**src/rtl/riscv_divider.sv**
```systemverilog
// riscv_divider: iterative radix-2 restoring divider for RV32M DIV/DIVU/REM/REMU.
// Works on operand magnitudes for 32 cycles, then applies the result sign.
// Divide-by-zero and signed overflow finish in one cycle with the RISC-V results.
module riscv_divider #(
    parameter int XLEN = 32
) (
    input  logic            clk_i,
    input  logic            reset_i,
    input  logic            id_div_valid_r,
    input  logic            id_div_signed_r,
    input  logic            id_div_rem_r,
    input  logic [XLEN-1:0] id_ra_value_r,
    input  logic [XLEN-1:0] id_rb_value_r,
    input  logic            ex_flush_i,
    output logic [XLEN-1:0] div_res_w,
    output logic            div_valid_w,
    output logic            ex_stall_div_w
);

    localparam int CNT_W = $clog2(XLEN);

    typedef enum logic [1:0] {
        ST_IDLE,
        ST_BUSY,
        ST_DONE
    } state_t;

    // Two's-complement negate when requested.
    function automatic logic [XLEN-1:0] negate_if(input logic [XLEN-1:0] x, input logic neg);
        logic [XLEN-1:0] one;
        one = {{(XLEN-1){1'b0}}, 1'b1};
        return neg ? (~x + one) : x;
    endfunction

    state_t            state_q, state_d;
    logic [CNT_W-1:0]  count_q, count_d;
    logic [XLEN-1:0]   res_q, res_d;
    logic              valid_q, valid_d;

    logic [XLEN-1:0]   rem_q, rem_d;
    logic [XLEN-1:0]   quo_q, quo_d;
    logic [XLEN-1:0]   dvs_q, dvs_d;
    logic              negq_q, negq_d;
    logic              negr_q, negr_d;
    logic              rem_op_q, rem_op_d;

    // Operand decode for the start cycle.
    logic              sa, sb;
    logic [XLEN-1:0]   abs_a, abs_b;
    logic              b_zero, ovf;

    // One restoring step on the current partial remainder/quotient.
    logic [XLEN:0]     rem_sh, trial;
    logic              trial_ok;
    logic [XLEN-1:0]   rem_step, quo_step;

    assign sa     = id_div_signed_r & id_ra_value_r[XLEN-1];
    assign sb     = id_div_signed_r & id_rb_value_r[XLEN-1];
    assign abs_a  = negate_if(id_ra_value_r, sa);
    assign abs_b  = negate_if(id_rb_value_r, sb);
    assign b_zero = (id_rb_value_r == '0);
    assign ovf    = id_div_signed_r
                  & (id_ra_value_r == {1'b1, {(XLEN-1){1'b0}}})
                  & (id_rb_value_r == '1);

    assign rem_sh   = {rem_q, quo_q[XLEN-1]};
    assign trial    = rem_sh - {1'b0, dvs_q};
    assign trial_ok = ~trial[XLEN];
    assign rem_step = trial_ok ? trial[XLEN-1:0] : rem_sh[XLEN-1:0];
    assign quo_step = {quo_q[XLEN-2:0], trial_ok};

    // Next-state, datapath update and result capture.
    always_comb begin
        state_d  = state_q;
        count_d  = count_q;
        res_d    = res_q;
        valid_d  = 1'b0;
        rem_d    = rem_q;
        quo_d    = quo_q;
        dvs_d    = dvs_q;
        negq_d   = negq_q;
        negr_d   = negr_q;
        rem_op_d = rem_op_q;

        if (ex_flush_i) begin
            state_d = ST_IDLE;
        end else begin
            case (state_q)
                ST_IDLE: begin
                    if (id_div_valid_r) begin
                        rem_op_d = id_div_rem_r;
                        negq_d   = sa ^ sb;
                        negr_d   = sa;
                        dvs_d    = abs_b;
                        quo_d    = abs_a;
                        rem_d    = '0;
                        count_d  = CNT_W'(XLEN - 1);
                        if (b_zero) begin
                            // Remainder is the raw dividend, quotient all ones.
                            state_d = ST_DONE;
                            valid_d = 1'b1;
                            res_d   = id_div_rem_r ? id_ra_value_r : '1;
                        end else if (ovf) begin
                            state_d = ST_DONE;
                            valid_d = 1'b1;
                            res_d   = id_div_rem_r ? '0 : {1'b1, {(XLEN-1){1'b0}}};
                        end else begin
                            state_d = ST_BUSY;
                        end
                    end
                end
                ST_BUSY: begin
                    rem_d = rem_step;
                    quo_d = quo_step;
                    if (count_q == '0) begin
                        state_d = ST_DONE;
                        valid_d = 1'b1;
                        res_d   = rem_op_q ? negate_if(rem_step, negr_q)
                                           : negate_if(quo_step, negq_q);
                    end else begin
                        count_d = count_q - {{(CNT_W-1){1'b0}}, 1'b1};
                    end
                end
                ST_DONE: begin
                    // The instruction that just completed is still on the inputs; ignore it.
                    state_d = ST_IDLE;
                end
                default: state_d = ST_IDLE;
            endcase
        end
    end

    // Control state, counter and result registers with asynchronous reset.
    always_ff @(posedge clk_i or posedge reset_i) begin
        if (reset_i) begin
            state_q <= ST_IDLE;
            count_q <= '0;
            res_q   <= '0;
            valid_q <= 1'b0;
        end else begin
            state_q <= state_d;
            count_q <= count_d;
            res_q   <= res_d;
            valid_q <= valid_d;
        end
    end

    // Iteration datapath; only meaningful between start and DONE, so no reset.
    always_ff @(posedge clk_i) begin
        rem_q    <= rem_d;
        quo_q    <= quo_d;
        dvs_q    <= dvs_d;
        negq_q   <= negq_d;
        negr_q   <= negr_d;
        rem_op_q <= rem_op_d;
    end

    assign div_res_w      = res_q;
    assign div_valid_w    = valid_q;
    assign ex_stall_div_w = ~reset_i & ~ex_flush_i
                          & (((state_q == ST_IDLE) & id_div_valid_r) | (state_q == ST_BUSY));

endmodule

```
**config.mk**
```make
export PLATFORM = sky130hd
export DESIGN_NAME = riscv_divider
export DESIGN_NICKNAME = d
export VERILOG_FILES = /design/src/rtl/riscv_divider.sv
export SDC_FILE = /design/constraint.sdc
export NUM_CORES = 1
export LEC_CHECK = 0
export ABC_CLOCK_PERIOD_IN_PS = 6400
export CORE_MARGIN = 2
export CORE_UTILIZATION = 65
export CTS_CLUSTER_DIAMETER = 150
export DETAILED_ROUTE_END_ITERATION = 16
export DONT_BUFFER_PORTS = 1
export PLACE_DENSITY_LB_ADDON = 0.2
export SLEW_MARGIN = 0
export SYNTH_ARGS = -nofsm -noshare
export SYNTH_HDL_FRONTEND = slang
export SYNTH_SLANG_ARGS = --single-unit
```
**constraint.sdc**
```tcl
create_clock -name clk_i -period 6.4 [get_ports clk_i]
set_input_delay 0 -clock clk_i [delete_from_list [all_inputs] [get_ports clk_i]]
set_output_delay 0 -clock clk_i [all_outputs]
set_load 0.005 [all_outputs]
```
==> flow_summary_export.csv, run 1 <==
group,metric,value,unit
outcome,status,"finished, violations left",
outcome,violations,"negative hold slack",
clock_network,clock_sinks,139,
clock_network,cts_resized,0,
synth,synth-edff-count,99,
min_path,hold_depth,3,
routing,num_vias,10800,
synth,synth_top_area_share,26.5,%
min_path,hp-start,"id_ra_value_r[5]",
clock_network,cts-root-buf,"clkbuf_16",
routing,wl,35.1,mm
place,gp_congestion,1.01,
critical_path,crit_fanout,16,
routing,dr.pass1.iters,6,
global_route,grt_start_max_net_pins,79,
floorplan,row_count,48,
routing,drt_iter0_drc,1281,
timing,timing_hold_violations_final,1,
synth,async_flop_share,28.8,%
clock_network,numCtsBuffers,17,
power_and_ir_drop,pwr-share-clk,34.8,%
timing,fmax,181,MHz
critical_path,r2r_slack,0.87,ns
global_route,grt_pass1_vias,10100,
synth,synth_area_leader_cell,"edfxtp_1",
synth,ys_ff_latch,139,
timing,worst_hold_slack,-0.000215,ns
place,numPortBuffers,0,
power_and_ir_drop,p_int,1.95,mW
power_and_ir_drop,power.total,2.96,mW
floorplan,start_util,65.6,%
global_route,grt_use_total,38.4,%
critical_path,crit_arrival,5.84,ns
routing,vias_per_cell,6.68,
timing,fin_crit,5.53,ns
timing,final_min_period_over_clock_period,86.3,%
power_and_ir_drop,seq_power_share,37.4,%
critical_path,startpoint_type,"flop",
job,drv_cap,0,
floorplan,die_area,18400,µm²
clock_network,cts_buffer_depth,2,
cells_and_area,fillers,1239,
critical_path,r2r-end,"div_res_w[30]",
synth,yosysSeqAreaShare,35.4,%
timing,max_slew_margin,24.8,%
global_route,gr-total-overflow,0,
place,placed_cells,1502,
min_path,hold_path.class,"in2reg",
cells_and_area,drive_above_1_share,5.67,%
cells_and_area,finalNonFillerCells,1619,
synth,synth.cell_area,11200,µm²
synth,ys_warn_count,0,
timing,worst_pin_slew,1.13,ns
floorplan,die_y,135,µm
synth,synth_top_flop_cell,"edfxtp_1",
cells_and_area,area_growth,14.0,%
critical_path,worstReg2RegStart,"rem_q[17]",
floorplan,io_pins,104,
power_and_ir_drop,peakVddDrop,0.000213,V
power_and_ir_drop,power_frac_comb,27.8,%
global_route,grt_pass1_wl,54.2,mm
routing,ant_nets,0,
routing,route.detailed.drc,0,
critical_path,crit_type,"reg2reg",
power_and_ir_drop,power_density,231,nW/µm²
floorplan,die_x,135,µm
timing,slew_violations,0,
clock_network,path_clk_slew,0.07,ns
critical_path,required,6.71,ns
critical_path,r2r_cells,19,
routing,drt-wirelength-per-cell,21.7,µm
timing,setup_viol,0,
synth,synthCells,1325,
timing,fin_tns_setup,0,ns
power_and_ir_drop,leakagePower,4.84,nW
synth,synth.distinct_cells,80,
global_route,antenna_found_initial,2,
clock_network,htree_levels,4,
cells_and_area,layout.nets,1491,
clock_network,clk_latency,0.44,ns
clock_network,cts_tree,"done",
power_and_ir_drop,switching_share,34.0,%
place,hpwl,24.2,mm
synth,syn-num-nets,1435,
timing,finalClockSkew,0.0124,ns
critical_path,cp-end-kind,"flop",
timing,rsz0062_at_grt,"false",
synth,yosys-top-cells-area,"edfxtp_1 26%, dfrtp_1 8.9%, o21ai_0 6.3%, xnor2_1 6.1%, nand2_1 4.6%",
synth,avgSynthCellArea,8.48,µm²
min_path,min_to,"quo_q[6]",
floorplan,core_area,17100,µm²
cells_and_area,n_antenna_cell,0,
power_and_ir_drop,p_sw,1.01,mW
worst max-delay path, stage by stage (launching register included):
cell	delay (ns)
edfxtp_1	0.45
ha_1	0.53
nand2_1	0.12
o21ai_0	0.39
a211oi_1	0.19
o31ai_1	0.60
o21a_4	0.29
nor2_4	0.05
inv_1	0.39
nor2_1	0.09
a21oi_1	0.24
ha_1	0.30
o211ai_1	0.13
nor4_1	0.31
a21oi_1	0.18
or3_4	0.44
o41ai_2	0.36
xnor2_1	0.13
a21oi_2	0.15
o21ai_1	0.06
placed cells by master, fill, tap and decap left out, drive strengths merged, types with 5 or more instances in the layout:
cell type | Yosys | final
o31ai | 22 | 22
o221ai | 10 | 10
xnor2 | 78 | 78
or4 | 12 | 12
clkbuf | 35 | 19
nor4 | 19 | 19
o21a | 15 | 15
dfrtp | 40 | 40
a211oi | 6 | 6
a21oi | 97 | 97
a31oi | 24 | 24
and3 | 9 | 9
nand3 | 27 | 27
dlygate4sd3 | 0 | 85
nand3b | 5 | 5
nor3 | 28 | 28
inv | 66 | 73
nor2 | 122 | 122
o31a | 7 | 7
o21ai | 144 | 144
o211ai | 19 | 19
nand4 | 14 | 14
o41ai | 12 | 12
or3 | 20 | 20
nand2b | 12 | 12
buf | 25 | 12
a21o | 14 | 14
or2 | 8 | 8
nand2 | 138 | 138
and2 | 9 | 9
xor2 | 57 | 57
a21boi | 10 | 10
edfxtp | 99 | 99
nor2b | 9 | 9
ha | 39 | 39
mux2i | 28 | 28
how the worst max path moves through the flow:
stage	from	endpoint	cells past startpoint
finish	rem_q[17]	div_res_w[30]	19
floorplan	rem_q[8]	div_res_w[30]	22
global route	rem_q[17]	div_res_w[30]	19
CTS	rem_q[17]	div_res_w[30]	19
detailed placement	rem_q[17]	div_res_w[30]	19
global placement	rem_q[17]	div_res_w[30]	19
flip-flops by register name, summed over array words and instances, names as in the netlist:
| name | count |
|---|---|
| negr_q | 1 |
| rem_op_q | 1 |
| div_res_w | 32 |
| rem_q | 32 |
| div_valid_w | 1 |
| negq_q | 1 |
| count_q | 5 |
| dvs_q | 32 |
| quo_q | 32 |
| state_q | 2 |
logic make-up (layout without fill, tap and decap cells):
group / Yosys count / in the layout / synth area share (%)
AND/OR/NAND/NOR: 441 / 441 / 18.9
AO/OA/AOI/OAI: 412 / 412 / 23.2
flip-flops: 139 / 139 / 35.4
XOR/XNOR: 135 / 135 / 10.5
buffers and inverters: 126 / 195 / 4.58
adder cells (fa/ha/maj): 40 / 40 / 4.52
multiplexers: 32 / 32 / 2.90
Yosys cell counts, types with 10 or more instances:
| library cell | number |
|---|---|
| nand3_1 | 27 |
| o21a_1 | 14 |
| o41ai_1 | 10 |
| nand2_1 | 138 |
| a21oi_1 | 94 |
| clkbuf_1 | 34 |
| o211ai_1 | 19 |
| or4_1 | 11 |
| a21o_1 | 14 |
| nand4_1 | 14 |
| inv_1 | 66 |
| dfrtp_1 | 40 |
| buf_2 | 12 |
| o31ai_1 | 21 |
| xnor2_1 | 78 |
| xor2_1 | 57 |
| o21ai_0 | 141 |
| edfxtp_1 | 99 |
| o221ai_1 | 10 |
| ha_1 | 39 |
| mux2i_1 | 28 |
| a31oi_1 | 24 |
| nor4_1 | 17 |
| nand2b_1 | 12 |
| nor3_1 | 27 |
| or3_1 | 18 |
| nor2_1 | 122 |
per-layer routing:
| layer | track usage, % | part of all wire (%) |
|---|---|---|
| met5 | 0 | 0.077 |
| met1 | 52.4 | 41 |
| met4 | 16.5 | 4.0 |
| met2 | 59.7 | 45 |
| met3 | 7.74 | 9.8 |
timing repair:
| action | in CTS | in global routing |
|---|---|---|
| hold buffers | 85 | 0 |
| endpoints found under the setup margin | 0 | 0 |
| buffers inserted | 0 | 0 |
| endpoints found under the hold margin | 143 | 0 |
power groups by stage:
stage	clock network [mW]	logic (mW)	registers [mW]
3_3_place_gp	0	0.731	1.12
3_5_place_dp	0	0.738	1.12
2_1_floorplan	0	0.565	1.10
4_1_cts	1.03	0.799	1.10
5_1_grt	1.06	0.890	1.11
6_report	1.03	0.821	1.11
layout make-up:
cell class | count | area, µm² | area share, %
clock buffer | 19 | 443 | 3.46
clock inverter | 13 | 153 | 1.19
inverter | 66 | 248 | 1.93
multi-input combinational | 1060 | 6770 | 52.9
sequential | 139 | 3970 | 31.0
tap | 225 | 282 | 2.20
timing repair buffer | 97 | 941 | 7.34
stage by stage:
step	utilization [%]	setup WS, ns	area, µm²
after floorplan	-	1.49	11200
after global placement	66.4	1.32	11400
after detailed placement	66.4	1.02	11400
after CTS	74.8	0.989	12800
after global routing	74.8	0.373	12800
final	74.8	0.874	12800
Note: power is estimated with default switching activity, not from simulation.
==> run 2, diff against run 1 <==
==> constraint.sdc (replaced) <==
create_clock -name clk_i -period 6.4 [get_ports clk_i]
set_input_delay 0.64 -clock clk_i [delete_from_list [all_inputs] [get_ports clk_i]]
set_output_delay 0.64 -clock clk_i [all_outputs]
set_load 0.005 [all_outputs]
==> run 2 against run 1 <==
- the flow now finishes without violations
- clock-buffer cell count down 1
- final area shrank 6.6%
- first-iteration DRC count is 6.0% lower
- clock power about the same
- hold slack better by 0.23 ns
- combinational power is 7.8% lower
- routed wire length is 6.5% lower
- register-to-register slack worse by 0.06 ns
- non-clock buffer count decreased by 84
- total power is 2.4% lower
- critical path type unchanged
- largest power group unchanged
==> flow_summary_export.csv, run 2 (synthesis results as in run 1) <==
group,metric,value,unit
clock_network,numCtsBuffers,17,
cells_and_area,finalInstanceArea,12000,µm²
timing,timing_hold_violations_final,0,
clock_network,cts-root-buf,"clkbuf_16",
routing,drt-wirelength-per-cell,21.4,µm
power_and_ir_drop,power_frac_comb,26.2,%
critical_path,startpoint_type,"flop",
cells_and_area,final_cell_mix,"141 x o21ai_0, 138 x nand2_1, 121 x nor2_1",
place,dpl_worst_slack,0.984,ns
power_and_ir_drop,p_int,1.89,mW
cells_and_area,n_antenna_cell,0,
routing,dr.pass1.iters,5,
power_and_ir_drop,pwr-share-clk,35.5,%
job,drv_cap,0,
place,numPortBuffers,0,
routing,vias_per_cell,6.68,
timing,slew_violations,0,
floorplan,die_area,18400,µm²
routing,route.detailed.drc,0,
cells_and_area,layout_commonest_cell,"o21ai_0",
clock_network,postCtsSetupBuffers,0,
clock_network,ctsHoldBuffers,0,
clock_network,path_clk_slew,0.07,ns
cells_and_area,layout.nets,1407,
timing,rsz0062_at_grt,"false",
timing,fin_ws,0.812,ns
routing,num_vias,10200,
timing,worst_pin_slew,1.14,ns
clock_network,cts_tree,"done",
critical_path,required,6.72,ns
cells_and_area,fin_util,69.9,%
global_route,grt_pass1_wl,50.9,mm
cells_and_area,area_growth,6.56,%
floorplan,start_util,65.6,%
critical_path,r2r_cells,19,
clock_network,htree_levels,4,
min_path,hold_path.class,"in2async",
routing,wl,32.8,mm
timing,fmax,179,MHz
power_and_ir_drop,leakagePower,4.49,nW
power_and_ir_drop,seq_power_share,38.3,%
timing,worst_hold_slack,0.229,ns
floorplan,core_area,17100,µm²
routing,drt_iter0_drc,1204,
outcome,status,"completed",
critical_path,crit_arrival,5.91,ns
place,place_area,11400,µm²
timing,setup_viol,0,
floorplan,io_pins,104,
power_and_ir_drop,power_density,241,nW/µm²
timing,max_slew_margin,24.2,%
critical_path,cp-end-kind,"flop",
routing,ant_nets,0,
timing,finalClockSkew,0.0168,ns
floorplan,row_count,48,
global_route,grt_pass1_vias,9534,
floorplan,die_y,135,µm
cells_and_area,drive_above_1_share,6.11,%
global_route,antenna_found_initial,1,
clock_network,clock_sinks,139,
power_and_ir_drop,switching_share,34.5,%
critical_path,crit_fanout,16,
global_route,grt_use_total,36.1,%
timing,final_min_period_over_clock_period,87.3,%
place,gp_congestion,0.999,
clock_network,cts_buffer_depth,2,
power_and_ir_drop,p_sw,996,µW
floorplan,die_x,135,µm
timing,fin_crit,5.59,ns
clock_network,clk_latency,0.44,ns
place,hpwl,24.1,mm
timing,fin_tns_setup,0,ns
power_and_ir_drop,peakVddDrop,0.000232,V
global_route,grt_start_max_net_pins,65,
clock_network,cts_resized,0,
critical_path,crit_type,"reg2reg",
global_route,gr-total-overflow,0,
-- run 2: cell type report --
class | instances | area [µm²]
Tap cell | 225 | 282
Clock buffer | 18 | 450
Fill cell | 1420 | 5140
Clock inverter | 14 | 149
Timing Repair Buffer | 13 | 97.6
Inverter | 66 | 248
Multi-Input combinational cell | 1060 | 6770
Sequential cell | 139 | 3970
-- run 2: critical path, cell delays in order (launching register included) --
cell and delay (ns):
edfxtp_1 0.44, ha_1 0.53, nand2_1 0.12, o21ai_0 0.42, a211oi_1 0.20, o31ai_1 0.62
o21a_4 0.29, nor2_4 0.05, inv_1 0.38, nor2_1 0.09, a21oi_1 0.27, ha_1 0.31
o211ai_1 0.13, nor4_1 0.29, a31oi_1 0.17, or3_4 0.44, o41ai_2 0.37, xnor2_1 0.13
a21oi_2 0.15, o21ai_1 0.07
-- run 2: path summary, 6_finish.rpt --
kind	slack (ns)	start	to
max in group asynchronous	5.77	reset_i	div_res_w[4]
hold reg to reg	0.54	div_res_w[4]	div_res_w[4]
setup reg to reg	0.81	rem_q[17]	div_res_w[30]
hold / removal	0.23	reset_i	state_q[0]
setup / recovery	0.81	rem_q[17]	div_res_w[30]
min in group clk_i	0.27	ex_flush_i	state_q[0]
-- run 2: routing by layer --
metal | global-route usage, % | up-vias | part of all wire [%]
li1 | - | 4811 | -
met5 | 0 | - | 0.049
met1 | 51.0 | 4803 | 43
met4 | 13.5 | 2 | 3.1
met2 | 55.1 | 560 | 44
met3 | 7.22 | 72 | 9.7
-- run 2: stage by stage --
stage	cells	power [mW]
2_1_floorplan	1325	1.66
3_3_place_gp	1503	1.85
3_5_place_dp	1503	1.86
4_1_cts	1535	2.87
5_1_grt	1535	2.99
6_report	1535	2.89
-- run 2: power by group through the flow --
stage	clock, mW	combinational, mW	sequential [mW]
after global routing	1.06	0.822	1.11
after global placement	0	0.730	1.12
after CTS	1.02	0.742	1.10
after floorplan	0	0.565	1.10
final	1.02	0.757	1.11
after detailed placement	0	0.736	1.12
==> run 3, diff against run 2 <==
CTS_BUF_LIST = sky130_fd_sc_hd__clkbuf_4   (was unset)
TNS_END_PERCENT = 50   (was unset)
==> run 3 against run 2 <==
- non-clock buffer count stayed put
- clock skew grew 0.022 ns
- core utilization down 1.7 points
- via count is 1.1% lower
- final area is 2.4% lower
- critical path depth is the same
- first-iteration DRC count grew 4.1%
- largest cell class unchanged
- highest routed layer is now met4
==> flow_summary_export.csv, run 3 (synthesis results as in run 1) <==
group,metric,value,unit
clock_network,clock_sinks,139,
timing,max_slew_margin,25.1,%
timing,setup_viol,0,
clock_network,clk_latency,0.60,ns
routing,dr.pass1.iters,5,
global_route,grt_pass1_wl,50.1,mm
cells_and_area,layout.nets,1407,
routing,route.detailed.drc,0,
place,hpwl,24.1,mm
critical_path,cp-end-kind,"flop",
power_and_ir_drop,leakagePower,4.36,nW
critical_path,required,6.90,ns
global_route,grt_pass1_vias,9475,
clock_network,cts_resized,0,
critical_path,r2r_slack,0.88,ns
outcome,status,"completed",
global_route,grt_start_max_net_pins,65,
clock_network,path_clk_slew,0.15,ns
critical_path,startpoint,"rem_q[17]",
critical_path,crit_arrival,6.02,ns
timing,timing_hold_violations_final,0,
timing,finalClockSkew,0.0391,ns
critical_path,crit_fanout,16,
timing,rsz0062_at_grt,"false",
cells_and_area,drive_above_1_share,6.11,%
clock_network,cts_tree,"done",
clock_network,postCtsSetupBuffers,0,
floorplan,die_area,18400,µm²
routing,drt-wirelength-per-cell,20.9,µm
critical_path,worstReg2RegStart,"rem_q[17]",
cells_and_area,final_cell_mix,"141 x o21ai_0, 138 x nand2_1, 121 x nor2_1",
power_and_ir_drop,peakVddDrop,0.000104,V
routing,ant_nets,0,
timing,fin_tns_setup,0,ns
floorplan,start_util,65.6,%
critical_path,crit_type,"reg2reg",
clock_network,cts-root-buf,"clkbuf_4",
global_route,antenna_found_initial,1,
timing,slew_violations,0,
routing,num_vias,10100,
clock_network,htree_levels,4,
floorplan,row_count,48,
cells_and_area,area_growth,3.98,%
floorplan,die_x,135,µm
routing,drt_iter0_drc,1253,
timing,final_min_period_over_clock_period,86.3,%
floorplan,core_area,17100,µm²
timing,fmax,181,MHz
floorplan,die_y,135,µm
job,drv_cap,0,
clock_network,cts_buffer_depth,2,
timing,fin_crit,5.52,ns
cells_and_area,fin_util,68.2,%
routing,wl,32.1,mm
critical_path,r2r_cells,19,
timing,worst_pin_slew,1.12,ns
place,gp_congestion,0.999,
global_route,gr-total-overflow,0,
critical_path,startpoint_type,"flop",
place,numPortBuffers,0,
clock_network,numCtsBuffers,17,
critical_path,r2r-end,"div_res_w[30]",
routing,vias_per_cell,6.60,
power_and_ir_drop,power_density,214,nW/µm²
clock_network,ctsHoldBuffers,0,
floorplan,io_pins,104,
min_path,hold_path.class,"in2async",
global_route,grt_use_total,35.5,%
cells_and_area,layout_commonest_cell,"o21ai_0",
run 3: where the power goes:
group	switching [mW]	internal [mW]	leakage (nW)	total, mW
registers	0.0598	1.04	1.43	1.10
logic	0.482	0.272	2.77	0.754
clock network	0.395	0.246	0.159	0.641
total	0.936	1.56	4.36	2.50
run 3: final cells by class:
| type | instances | area (µm²) |
|---|---|---|
| Timing Repair Buffer | 13 | 97.6 |
| Clock buffer | 17 | 128 |
| Inverter | 66 | 248 |
| Tap cell | 225 | 282 |
| Antenna cell | 1 | 2.50 |
| Sequential cell | 139 | 3970 |
| Clock inverter | 15 | 179 |
| Fill cell | 1473 | 5440 |
| Multi-Input combinational cell | 1060 | 6770 |
run 3: layer usage:
metal / wire length (µm) / GRT usage, %
met1: 13900 / 50.4
met2: 14000 / 53.4
met3: 2980 / 6.66
met4: 1220 / 15.3
met5: 0 / 0
run 3: per-stage QoR:
stage | area, µm² | worst slack, ns | hold slack (ns) | instances | total power, mW
after floorplan | 11200 | 1.49 | 0.445 | 1325 | 1.66
final | 11700 | 0.877 | 0.0577 | 1536 | 2.50
after CTS | 11700 | 0.985 | 0.0543 | 1535 | 2.49
after global placement | 11400 | 1.33 | 0.499 | 1503 | 1.85
after detailed placement | 11400 | 0.984 | 0.523 | 1503 | 1.86
after global routing | 11700 | 0.436 | 0.0644 | 1536 | 2.61
run 3: worst max path at each step:
stage,to,slack [ns],cells past startpoint
after global placement,div_res_w[30],1.33,19
after CTS,div_res_w[30],0.99,19
after global routing,div_res_w[24],0.44,19
after floorplan,div_res_w[30],1.49,22
final,div_res_w[30],0.88,19
after detailed placement,div_res_w[30],0.98,19
run 3: critical path, cell delays in order, from the launching register on:
cell and delay [ns]:
edfxtp_1 0.46, ha_1 0.53, nand2_1 0.12, o21ai_0 0.40, a211oi_1 0.20, o31ai_1 0.63
o21a_4 0.29, nor2_4 0.05, inv_1 0.39, nor2_1 0.08, a21oi_1 0.27, ha_1 0.30
o211ai_1 0.13, nor4_1 0.29, a31oi_1 0.17, or3_4 0.43, o41ai_2 0.37, xnor2_1 0.13
a21oi_2 0.15, o21ai_1 0.06
